File: src/rtl/jhash_pack.sv
// jhash_pack: output packer behind the jhash engine.
//
// Captures 32-bit hash results on hash_done, pairs consecutive results into
// 64-bit words ({second, first}) and queues them for the downstream 64-bit
// FIFO. An end-of-message marker (m_endn low) closes the current word; a
// half-filled word is flushed with PAD in the high half. Every word that
// closes a message is tagged last.
//
// Ports:
//   clk, rst     single rising-edge clock, asynchronous active-high reset
//   ce           clock enable; low holds all state and suppresses fo_wr
//   hash_out     hash result, qualified by hash_done
//   hash_done    one-cycle strobe for hash_out
//   m_endn       active-low end-of-message marker, sampled with hash_done
//   fo, fo_last  queue head word and its last tag (combinational)
//   fo_wr        write strobe into the downstream FIFO
//   fo_full      downstream FIFO full
//   pack_ovf     sticky: a completed word was dropped on a full queue
//   pack_empty   queue empty and no half word pending
//   hash_cnt     accepted-hash counter
//
// Build option: define JHASH_PACK_CNT_EN to build the 16-bit hash_cnt
// counter; otherwise hash_cnt is tied to zero.
//
// state | meaning
// ------+----------------------------------------------
// LO    | half register empty, next hash starts a word
// HI    | low half held, next hash completes the word

module jhash_pack #(
  parameter int          DEPTH = 4,
  parameter logic [31:0] PAD   = 32'h0000_0000
) (
  input  logic        clk,
  input  logic        rst,
  input  logic        ce,
  input  logic [31:0] hash_out,
  input  logic        hash_done,
  input  logic        m_endn,
  output logic [63:0] fo,
  output logic        fo_last,
  output logic        fo_wr,
  input  logic        fo_full,
  output logic        pack_ovf,
  output logic        pack_empty,
  output logic [15:0] hash_cnt
);

  localparam int AW = $clog2(DEPTH);
  localparam logic [AW:0] FULL_CNT = (AW + 1)'(DEPTH);

  typedef enum logic {LO, HI} state_t;

  state_t      state, state_nxt;
  logic [31:0] lo_half, lo_half_nxt;

  logic [63:0] q_word [DEPTH];
  logic        q_last [DEPTH];
  logic [AW-1:0] wr_ptr, rd_ptr;
  logic [AW:0]   q_cnt;

  logic        accept;
  logic        push;
  logic [63:0] push_word;
  logic        push_last;
  logic        pop;
  logic        q_empty, q_full;
  logic        push_ok;

  assign accept  = ce & hash_done;
  assign q_empty = (q_cnt == '0);
  assign q_full  = (q_cnt == FULL_CNT);
  assign pop     = ce & ~q_empty & ~fo_full;
  // A full queue still takes a push when the head leaves in the same cycle.
  assign push_ok = push & (~q_full | pop);

  always_ff @(posedge clk or posedge rst) begin
    if (rst) begin
      state   <= LO;
      lo_half <= '0;
    end else begin
      state   <= state_nxt;
      lo_half <= lo_half_nxt;
    end
  end

  always_comb begin
    state_nxt   = state;
    lo_half_nxt = lo_half;
    push        = 1'b0;
    push_word   = '0;
    push_last   = 1'b0;
    case (state)
      LO: begin
        if (accept) begin
          if (m_endn) begin
            lo_half_nxt = hash_out;
            state_nxt   = HI;
          end else begin
            push      = 1'b1;
            push_word = {PAD, hash_out};
            push_last = 1'b1;
          end
        end
      end
      HI: begin
        if (accept) begin
          push      = 1'b1;
          push_word = {hash_out, lo_half};
          push_last = ~m_endn;
          state_nxt = LO;
        end
      end
      default: state_nxt = LO;
    endcase
  end

  // Storage is cleared on reset so the head reads zero out of reset.
  always_ff @(posedge clk or posedge rst) begin
    if (rst) begin
      for (int i = 0; i < DEPTH; i++) begin
        q_word[i] <= '0;
        q_last[i] <= 1'b0;
      end
      wr_ptr   <= '0;
      rd_ptr   <= '0;
      q_cnt    <= '0;
      pack_ovf <= 1'b0;
    end else begin
      if (push_ok) begin
        q_word[wr_ptr] <= push_word;
        q_last[wr_ptr] <= push_last;
        wr_ptr         <= wr_ptr + 1'b1;
      end
      if (pop)
        rd_ptr <= rd_ptr + 1'b1;
      case ({push_ok, pop})
        2'b10:   q_cnt <= q_cnt + 1'b1;
        2'b01:   q_cnt <= q_cnt - 1'b1;
        default: q_cnt <= q_cnt;
      endcase
      if (push & ~push_ok)
        pack_ovf <= 1'b1;
    end
  end

  assign fo         = q_word[rd_ptr];
  assign fo_last    = q_last[rd_ptr];
  assign fo_wr      = pop;
  assign pack_empty = q_empty & (state == LO);

`ifdef JHASH_PACK_CNT_EN
  logic [15:0] cnt_q;

  always_ff @(posedge clk or posedge rst) begin
    if (rst)
      cnt_q <= '0;
    else if (accept)
      cnt_q <= cnt_q + 16'd1;
  end

  assign hash_cnt = cnt_q;
`else
  assign hash_cnt = 16'h0000;
`endif

endmodule

File: config.mk
export PLATFORM = sky130hd
export DESIGN_NAME = jhash_pack
export DESIGN_NICKNAME = d
export VERILOG_FILES = /design/src/rtl/jhash_pack.sv
export SDC_FILE = /design/constraint.sdc
export NUM_CORES = 1
export LEC_CHECK = 0
export ABC_AREA = 1
export BUFFER_PORTS_ARGS = -buffer_cell sky130_fd_sc_hd__buf_2
export CAP_MARGIN = 30
export CORE_ASPECT_RATIO = 1.5
export CORE_MARGIN = 8
export CORE_UTILIZATION = 54
export DETAILED_ROUTE_END_ITERATION = 12
export PLACE_DENSITY = 0.76
export SYNTH_ARGS = -nofsm -noshare
export SYNTH_HDL_FRONTEND = slang
export SYNTH_SLANG_ARGS = --single-unit
File: constraint.sdc
create_clock -name clk -period 11 [get_ports clk]
set_clock_uncertainty 0.2 [all_clocks]
set_input_delay 2.2 -clock clk [delete_from_list [all_inputs] [get_ports clk]]
set_output_delay 2.2 -clock clk [all_outputs]
set_load 0.03 [all_outputs]
# ---- Word level (Yosys, flattened, before mapping)
# Cells that the tools add are included.
dict set report classes {
  add_sub_neg 4
  n_reduce_logical 4
  muxes 27
  eq_ne 3
  bitwise 15
  n_lt_le_gt_ge 3
}
# op count
set op_table {}
lappend op_table {{256-bit bitwise mux} 1}
lappend op_table {{64-bit 2-to-1 mux} 4}
lappend op_table {{64-bit binary-select mux with 2-bit select} 1}
lappend op_table {{64-bit demux with 2-bit select} 1}
lappend op_table {{64-bit case mux with 2 select lines} 1}
lappend op_table {{32-bit 2-to-1 mux} 2}
lappend op_table {{1-bit 2-to-1 mux} 10}
lappend op_table {{1-bit bitwise AND} 6}
lappend op_table {{3-bit >= comparator (second input constant)} 2}
lappend op_table {{1-bit NOT} 6}
lappend op_table {{2-bit NOT with 3-bit output} 2}
lappend op_table {{1-bit case mux with 2 select lines} 3}
lappend op_table {{3-bit case mux with 2 select lines} 1}
lappend op_table {{2-bit by 1-bit adder with 2-bit output (second input constant)} 2}
lappend op_table {{4-bit bitwise mux} 1}
lappend op_table {{3-bit by 1-bit adder with 3-bit output (second input constant)} 1}
lappend op_table {{3-bit == test (second input constant)} 1}
lappend op_table {{3-bit zero test} 1}
lappend op_table {{3-bit by 1-bit less-than comparator with 1-bit output (second input constant)} 1}
lappend op_table {{3-bit AND reduction} 1}
lappend op_table {{3-bit by 1-bit subtractor with 3-bit output (second input constant)} 1}
lappend op_table {{1-bit binary-select mux with 2-bit select} 1}
lappend op_table {{1-bit demux with 2-bit select} 1}
lappend op_table {{2-bit by 1-bit == test with 1-bit output (second input constant)} 1}
lappend op_table {{4 further kinds} 4}
dict set report totals {
  reg_bits 301
  input_bits 38
}

# ---- Depth between registers and ports, before layout
dict set report depth {
  depth_word 8
  depth_mapped 10
}

# ---- Worst setup path before layout
# No wires, ideal clock.
dict set report synth_path {
  kind {in2out}
  from {in fo_full}
  to {out fo_wr}
  required_time_ps 8600
  slack_ps 5657
  n_path_buf 0
  t_arrival_ps 2943
  stages 3
  cell_sequence {inv_1 -> nand2_1 -> a21oi_1}
}
dict set report synth_via {
  elab_chain_len 2
}
# item line_no
set synth_rtl {}
lappend synth_rtl {{start, declared} 43} ;# input logic fo_full,
lappend synth_rtl {{1-bit NOT} 73} ;# assign pop = ce & ~q_empty & ~fo_full;
lappend synth_rtl {{1-bit bitwise AND} 73}
lappend synth_rtl {{end, declared} 42} ;# output logic fo_wr,
# Every way passes these cells.

# ---- Final worst setup path
dict set report layout_path {
  from {reg rd_ptr[0]}
  to {out fo[52]}
}
dict set report layout_via {
  elab_chain_len 4
}
# item line_no
set layout_rtl {}
lappend layout_rtl {{start, declared} 59} ;# logic [AW-1:0] wr_ptr, rd_ptr;
lappend layout_rtl {{start signal, assigned} 136} ;# rd_ptr <= rd_ptr + 1'b1;
lappend layout_rtl {{2-bit NOT with 3-bit output (not written as such)} 147} ;# assign fo = q_word[rd_ptr];
lappend layout_rtl {{64-bit binary-select mux with 2-bit select} 147}
lappend layout_rtl {{64-bit 2-to-1 mux (not written as such) (2 in a row)} 147}
lappend layout_rtl {{end, declared} 40} ;# output logic [63:0] fo,
# Every way passes these cells. The select of a mux whose other input is x is not followed.

==> results.sh <==
export IMPL_status="finished, final reports clean"
export IMPL_tns_ns=0
export IMPL_regToRegEndpoint="q_word[248]"
export IMPL_worst_r2r_cell_count=8
export IMPL_path_depth=6
export IMPL_drtAntennaViolNets=0
export IMPL_detailroute_via_count=12740
export IMPL_slowest_stage="dfrtp_4"
export IMPL_routabilityCongestion=0.8339
export IMPL_total_number_of_h_tree_levels=1
export IMPL_io_buffers=105
export IMPL_drt_first_iter_violations=1336
export IMPL_synthDistinctLibCells=29
export IMPL_diodes=0
export IMPL_finalWorstSetupSlack_ns=5.452
export IMPL_synthFlopType="dfrtp_1"
export IMPL_initial_core_util_pct=54.38
export IMPL_slew_limit_headroom_pct=33.95
export IMPL_hpwl_after_dpl_um=24860
export IMPL_numClockSinks=301
export IMPL_critical_path_reg2reg_startpoint="state"
export IMPL_design_final_nets=1907
export IMPL_synth_warnings=0
export IMPL_fin_worst_hold_slack_ns=0.2724
export IMPL_post_cts_resize_count=0
export IMPL_final_hold_violation_count=0
export IMPL_peak_vdd_ir_v=0.0001876
export IMPL_worstPathBufferInverterCount=4
export IMPL_number_of_antenna_violations_at_the_first_check_in_global_routing=0
export IMPL_postSynthRegisterBits=301
export IMPL_cellLeakagePower_nw=8.452
export IMPL_flow_area_growth_from_synthesis_pct=9.234
export IMPL_reg2reg_slack_ns=7.71
export IMPL_critPathRequiredTime_ns=8.60
export IMPL_drt_wl_total_um=41990
export IMPL_clock_latency_ns=0.55
export IMPL_chipHeight_um=215.0
export IMPL_ctsRootBufferMaster="clkbuf_16"
export IMPL_timing_worst_slew_pin_value_ns=0.9884
export IMPL_largest_net_degree_at_the_start_of_global_routing=99
export IMPL_cts_reportedPaths_clkPinSlew_ns=0.06
export IMPL_final_max_slew_violation_count=0
export IMPL_placeableCoreArea_sq_mm=0.02621
export IMPL_viasPerCell=5.747
export IMPL_cp_end_kind="output port"
export IMPL_final_common_cell="nand2_1"
export IMPL_worstSetupStartpoint="rd_ptr[0]"
export IMPL_first_pass_grt_wire_length_um=66520
export IMPL_cts_buffer_depth=3
export IMPL_cts_buffers_inserted=28
export IMPL_yosysSeqAreaShare_pct=52.84
export IMPL_worst_hold_path_type="flop to flop"
export IMPL_via_count_of_the_first_global_routing_pass=12440
export IMPL_gr_total_overflow=0
export IMPL_power_density_mw_per_mm2=264.6
export IMPL_crit_arrival_ns=3.15
export IMPL_critPathTopFamily="buffers and inverters"
export IMPL_post_route_drc_count=0
export IMPL_max_clock_freq_mhz=180.2
export IMPL_timing_critical_path_fanout_max=78
export IMPL_cts_hold_buffers_added=0
export IMPL_gr_usage_all_layers_pct=26.03
export IMPL_drt_pass1_iterations=8
export IMPL_worstSetupPathType="flop to output port"
export IMPL_final_core_util_pct=59.40
export IMPL_post_drt_wl_per_cell_um=18.94
export IMPL_asyncSetResetFlopFracSynth_pct=100.0
export IMPL_sequence_of_cells_on_the_critical_path="clkinv_2, buf_4, buf_16, o21ai_0, o22ai_1, buf_2"
export IMPL_final_period_minus_worst_setup_slack_ns=5.548
export IMPL_final_setup_violation_count=0
export IMPL_ports=122
export IMPL_synth_enable_flop_cells=0
export IMPL_crit_path_start_kind="flop"
export IMPL_postCtsSetupBuffers=0
export IMPL_number_of_filler_instances_in_the_final_layout=2350
export IMPL_layout_drive_gt1_share_pct=10.21
export IMPL_total_standard_cell_area_after_synthesis_sq_mm=0.01425
export IMPL_place_worst_setup_slack_ns=5.536
export IMPL_maxCapViolCount=0
export IMPL_most_used_cells_in_the_layout_excluding_fill_and_tap_cells="nand2_1, dfrtp_1, nor2_1, o21ai_0, buf_2"
export IMPL_critPathCapture="fo[52]"
export IMPL_synthCells=1832
export IMPL_synth_area_per_cell_sq_um=7.781
export IMPL_timing_final_crit_share_pct=50.44
export IMPL_row_count=73
export IMPL_die_w_um=148.7
export IMPL_total_die_area_sq_mm=0.03196
export IMPL_unrepaired_setup_endpoints_after_global_routing="false"
export IMPL_cts_tree="yes"
export IMPL_cpPeakStageDelay_ns=0.70
synthesized netlist by cell type (5+ instances only):
cell / instances / area, sq um
buf_4: 18 / 135.1
o21ai_1: 31 / 155.2
dfrtp_1: 301 / 7532
ha_1: 5 / 62.56
o22ai_1: 65 / 406.6
inv_1: 15 / 56.30
buf_2: 47 / 235.2
nor2_1: 164 / 615.6
o21ai_0: 134 / 670.6
buf_6: 26 / 292.8
clkbuf_1: 45 / 168.9
nand2_1: 881 / 3307
nand3_1: 67 / 335.3
worst min path at each step:
stage	startpoint	endpoint	slack, ns	cells after the start
3_3_place_gp	q_last[1]	q_last[1]	0.25	2
6_report	lo_half[19]	lo_half[19]	0.27	2
4_1_cts	q_last[1]	q_last[1]	0.27	2
3_5_place_dp	q_last[1]	q_last[1]	0.25	2
5_1_grt	q_word[87]	q_word[87]	0.29	2
2_1_floorplan	q_last[1]	q_last[1]	0.24	2
registers in the layout (all words and copies together), names as in the netlist:
name and count:
q_word 256, pack_ovf 1, q_cnt 3, q_last 4, state 1, wr_ptr 2, rd_ptr 2, lo_half 32
routing by layer:
layer	GRT usage (%)	part of all wire [%]	wire length [um]	vias to the layer above
met5	0	0	0	-
met4	13.17	4.6	1917	0
met3	3.954	8.9	3720	106
met2	41.90	47	19890	664
met1	33.45	39	16460	6164
li1	-	-	-	5808
metrics by stage:
stage               instance area, sq um  instances  total power, W
floorplan                          14310       1847        0.002666
global placement                   14550       2167        0.003077
detailed placement                 14610       2169        0.003119
CTS                                15540       2216        0.004122
global route                       15570       2217        0.004331
finish                             15570       2217        0.004121
worst reg2reg max path, delay by kind of cell (launching register included):
family	cells	cell delay [ns]
flip-flops	1	0.40
AND/OR/NAND/NOR	6	1.62
buffers and inverters	2	1.00
cell type report:
type / instances / area, sq um / share of cell area [%]
clock inverter: 11 / 132.6 / 0.8517
tap: 337 / 421.7 / 2.708
timing repair buffer: 125 / 735.7 / 4.725
sequential: 301 / 7537 / 48.40
clock buffer: 36 / 802.0 / 5.151
multi-input combinational: 1389 / 5866 / 37.67
inverter: 18 / 76.32 / 0.4902
kinds of logic after synthesis:
| group | synth area share (%) |
|---|---|
| AO/OA/AOI/OAI | 8.769 |
| XOR/XNOR | 0.2458 |
| adder cells (fa/ha/maj) | 0.5793 |
| buffers and inverters | 6.407 |
| flip-flops | 52.84 |
| other | 0.02631 |
| AND/OR/NAND/NOR | 31.13 |
power breakdown:
group / leakage [nW] / internal, W / total (W) / switching, W
Clock: 0.466 / 0.000580 / 0.00100 / 0.000424
Sequential: 4.10 / 0.00134 / 0.00150 / 0.000157
Combinational: 3.89 / 0.000451 / 0.00162 / 0.00116
(Power assumes the default switching activity.)
